<file path="config.mk">
export PLATFORM = sky130hd
export DESIGN_NAME = alu_arbiter
export DESIGN_NICKNAME = d
export VERILOG_FILES = /design/src/rtl/alu_arbiter.sv
export SDC_FILE = /design/constraint.sdc
export NUM_CORES = 1
export LEC_CHECK = 0
export ABC_AREA = 1
export CORE_MARGIN = 3
export CORE_UTILIZATION = 50
export DETAILED_ROUTE_END_ITERATION = 10
export PLACE_DENSITY = 0.79
export SKIP_LAST_GASP = 1
export SYNTH_ARGS = -nofsm -noshare
export SYNTH_HDL_FRONTEND = slang
export SYNTH_SLANG_ARGS = --single-unit
</file>
<file path="constraint.sdc">
create_clock -name clk -period 4.4 [get_ports clk]
set_clock_uncertainty 0.05 [all_clocks]
set_input_delay 1.32 -clock clk [delete_from_list [all_inputs] [get_ports clk]]
set_output_delay 1.32 -clock clk [all_outputs]
set_load 0.05 [all_outputs]
</file>
<file path="src/rtl/alu_arbiter.sv">
// Two-requester round-robin arbiter in front of a single shared integer ALU.
// One transaction in flight: IDLE (grant) -> EXEC (compute) -> RESP (hold result).
module alu_arbiter #(
   parameter int DW  = 32,
   parameter int OPW = 4
) (
   input  logic           clk,
   input  logic           reset,
   input  logic           req0,
   input  logic [OPW-1:0] op0,
   input  logic [DW-1:0]  a0,
   input  logic [DW-1:0]  b0,
   output logic           gnt0,
   input  logic           req1,
   input  logic [OPW-1:0] op1,
   input  logic [DW-1:0]  a1,
   input  logic [DW-1:0]  b1,
   output logic           gnt1,
   output logic           res_valid,
   output logic           res_id,
   output logic [DW-1:0]  res,
   input  logic           res_ready,
   output logic           busy
);

   typedef enum logic [1:0] {IDLE = 2'd0, EXEC = 2'd1, RESP = 2'd2} state_t;

   state_t         state, state_nx;
   logic           last_id;
   logic           lat_id;
   logic [OPW-1:0] lat_op;
   logic [DW-1:0]  lat_a, lat_b;
   logic [DW-1:0]  alu_y;

   // Handshake: a result transfers on any rising edge where res_valid && res_ready;
   // res/res_id/res_valid stay stable until then, and grants only assert in IDLE.
   always_comb begin
      gnt0     = 1'b0;
      gnt1     = 1'b0;
      state_nx = state;
      case (state)
         IDLE: begin
            if (req0 && (!req1 || last_id)) gnt0 = 1'b1;
            else if (req1)                  gnt1 = 1'b1;
            if (gnt0 || gnt1) state_nx = EXEC;
         end
         EXEC:    state_nx = RESP;
         RESP:    if (res_ready) state_nx = IDLE;
         default: state_nx = IDLE;
      endcase
   end

   always_comb begin
      alu_y = '0;
      case (lat_op)
         4'd1:    alu_y = lat_a | lat_b;
         4'd2:    alu_y = lat_a + lat_b;
         4'd3:    alu_y = lat_a - lat_b;
         4'd4:    alu_y = lat_b << 16;
         default: alu_y = '0;
      endcase
   end

   always_ff @(posedge clk or posedge reset) begin
      if (reset) state <= IDLE;
      else       state <= state_nx;
   end

   // last_id resets to 1 so requester 0 wins the first contested grant.
   always_ff @(posedge clk or posedge reset) begin
      if (reset) begin
         last_id   <= 1'b1;
         lat_id    <= 1'b0;
         lat_op    <= '0;
         lat_a     <= '0;
         lat_b     <= '0;
         res       <= '0;
         res_id    <= 1'b0;
         res_valid <= 1'b0;
      end else begin
         case (state)
            IDLE: begin
               if (gnt0 || gnt1) begin
                  lat_op  <= gnt1 ? op1 : op0;
                  lat_a   <= gnt1 ? a1  : a0;
                  lat_b   <= gnt1 ? b1  : b0;
                  lat_id  <= gnt1;
                  last_id <= gnt1;
               end
            end
            EXEC: begin
               res       <= alu_y;
               res_id    <= lat_id;
               res_valid <= 1'b1;
            end
            RESP: begin
               if (res_ready) res_valid <= 1'b0;
            end
            default: ;
         endcase
      end
   end

   assign busy = (state != IDLE);

endmodule

</file>
==> run_results.csv <==
group,metric,value,unit
synth,synthFlopType,"dfrtp_1",
clocking,path_clk_slew,60,ps
timing,rsz0062_at_grt,"no",
routing,avgViaCountPerCell,5.34,
finish,antenna_cells,0,
placed_design,gp_routability_congestion,0.973,
routing,drtIter0Drc,785,
job,maxCapViolations,0,
clocking,post_cts_resized,0,
global_routing,grt_pass1_wl,42500,um
finish,finalNonFillerCells,1620,
floorplan,rows,46,
synth,yosysMostFrequentCell,"nand2_1",
synth,yosysTopAreaCellShare,32.1,%
setup_path,max_stage_delay,450,ps
setup_path,cp.arrival,2280,ps
global_routing,gr-total-overflow,0,
routing,wire_per_inst,16.3,um
setup_path,path_cells,"clkdlybuf4s50_1 -> inv_1 -> a21oi_1 -> nand2_2 -> inv_2 -> buf_12",
floorplan,coreArea,0.0159,mm2
clocking,cts_hold_buf,0,
routing,remaining_drc_errors,0,
clocking,htreeDepth,3,
timing,worstMarginPinSlew,1140,ps
synth,syn_avg_cell_area,6.56,um2
synth,synth.distinct_cells,44,
setup_path,endpoint_kind,"output pin",
timing,finalSetupTns,0,ps
global_routing,grt_pass1_vias,7945,
timing,fmax,274,MHz
synth,yosys_warnings,0,
synth,seq_area_frac_synth,32.4,%
synth,yosysTopAreaCell,"dfrtp_1",
routing,final_antenna_net_count,0,
power_and_ir_drop,power_density,905,mW/mm2
floorplan,dieArea,0.0179,mm2
finish,drive_gt1_share,5.63,%
floorplan,die_x,134,um
synth,synth_edf_count,0,
timing,setup_viol,0,
timing,drv_slew,0,
timing,fin_crit_sh,82.9,%
global_routing,grtUsageTotal,29.7,%
placed_design,place_area,0.0101,mm2
clocking,post_cts_buffers,0,
placed_design,place_hpwl,20900,um
routing,drt_pre_antenna_iters,5,
finish,fin_nets,1574,
floorplan,dieHeight,134,um
clocking,clk_path_buf_depth,2,
run_status,status,"completed",
synth,synthCells,1247,
setup_path,crit_slowest_cell,"clkdlybuf4s50_1",
synth,netlist_top_cells_count,"354 x nand2_1, 151 x inv_1, 138 x nor2_1",
worst_hold_path,min_path_type,"reg2reg",
finish,area_growth,26.8,%
routing,postRouteWirelength,26400,um
synth,synthTopCellsByArea,"dfrtp_1 32%, nand2_1 16%, inv_1 6.9%",
routing,via_count,8647,
setup_path,cpLargestDelayFamily,"buffers and inverters",
finish,design_area,0.0104,mm2
power_and_ir_drop,leakage,0.00525,uW
placed_design,io_buffers,177,
global_routing,antenna_found_initial,0,
clocking,cts.sinks,106,
synth,synthArstFlopShare,100,%
clocking,clock_latency,370,ps
synth,synth_area,0.00818,mm2
clocking,cts_buffers,9,
clocking,cts_tree,"built",
setup_path,critPathBufInv,4,
placed_design,dp_cells,1604,
global_routing,grt_max_degree,91,
setup_path,path_class,"in2out",
setup_path,start_kind,"input port",
setup_path,worstPathRequired,3030,ps
timing,hold_viol_final,0,
timing,slew_headroom,23.7,%
synth,syn_nets,1422,
setup_path,critPathMaxFanout,2,
floorplan,start_util,51.3,%
clocking,root_buffer,"clkbuf_16",
synth,ys_seq_elements,106,
timing,fin_crit,3650,ps
power_and_ir_drop,vdd_drop_max,0.000604,V
floorplan,pin_count,178,
## final timing paths
path / start / endpoint / slack (ps) / cells after the start
max in group asynchronous: reset / res[11] / 1890 / 3
hold reg to reg: res[8] / res[8] / 420 / 1
setup / recovery: req1 / gnt1 / 750 / 6
min in group asynchronous: reset / lat_a[4] / 1530 / 2
setup reg to reg: lat_b[0] / res[31] / 900 / 24
hold / removal: res[8] / res[8] / 420 / 1
## power by group
group	leakage [uW]	total [uW]	internal (uW)	switching, uW
clock	0.000146	838	449	390
sequential	0.00130	1940	1450	495
combinational	0.00380	6610	2220	4390
total	0.00525	9390	4120	5270
## through the flow
stage | utilization, % | total power (uW) | hold WS, ps | worst slack (ps)
global route | 65.1 | 10300 | 443 | 535
finish | 65.1 | 9390 | 424 | 752
floorplan | - | 6650 | 399 | 243
detailed placement | 63.2 | 8430 | 414 | 745
global placement | 63.2 | 8330 | 406 | 753
CTS | 65.1 | 9290 | 429 | 745
## per-layer routing
layer	vias to the layer above	track usage (%)	part of all wire (%)
met5	-	0	0
met4	0	7.09	1.8
met3	27	4.31	6.4
met2	308	45.0	44
met1	4005	45.0	48
li1	4307	-	-
## flip-flops by register name, indices dropped and copies added, names as in the netlist
name / flops
lat_op: 4
res_id: 1
lat_a: 32
res_valid: 1
lat_id: 1
res: 32
state: 2
lat_b: 32
last_id: 1
## kinds of logic after synthesis
group,after synthesis,synth area share [%]
AND/OR/NAND/NOR,585,29.7
AO/OA/AOI/OAI,276,18.4
buffers and inverters,212,10.5
flip-flops,106,32.4
XOR/XNOR,34,3.64
adder cells (fa/ha/maj),34,5.29
## cells in the final DEF (no fill, tap or decap), drive strengths merged, types with 3 or more instances in the layout
cell type	n
a21o	7
a21oi	115
buf	9
clkbuf	11
clkdlybuf4s50	175
dfrtp	105
ha	33
inv	171
nand2	367
nand3	50
nand3b	5
nand4	7
nor2	147
nor3	4
o21ai	109
o21bai	5
o22ai	35
xnor2	3
xor2	31
## layout make-up
class	count	area [um2]
clock buffer	11	233
clock inverter	5	63.8
fill	1509	5570
inverter	169	637
multi-input combinational	929	4670
sequential	106	2650
tap	216	270
timing repair buffer	184	1840
No activity file was read; power rests on OpenSTA's default activity.
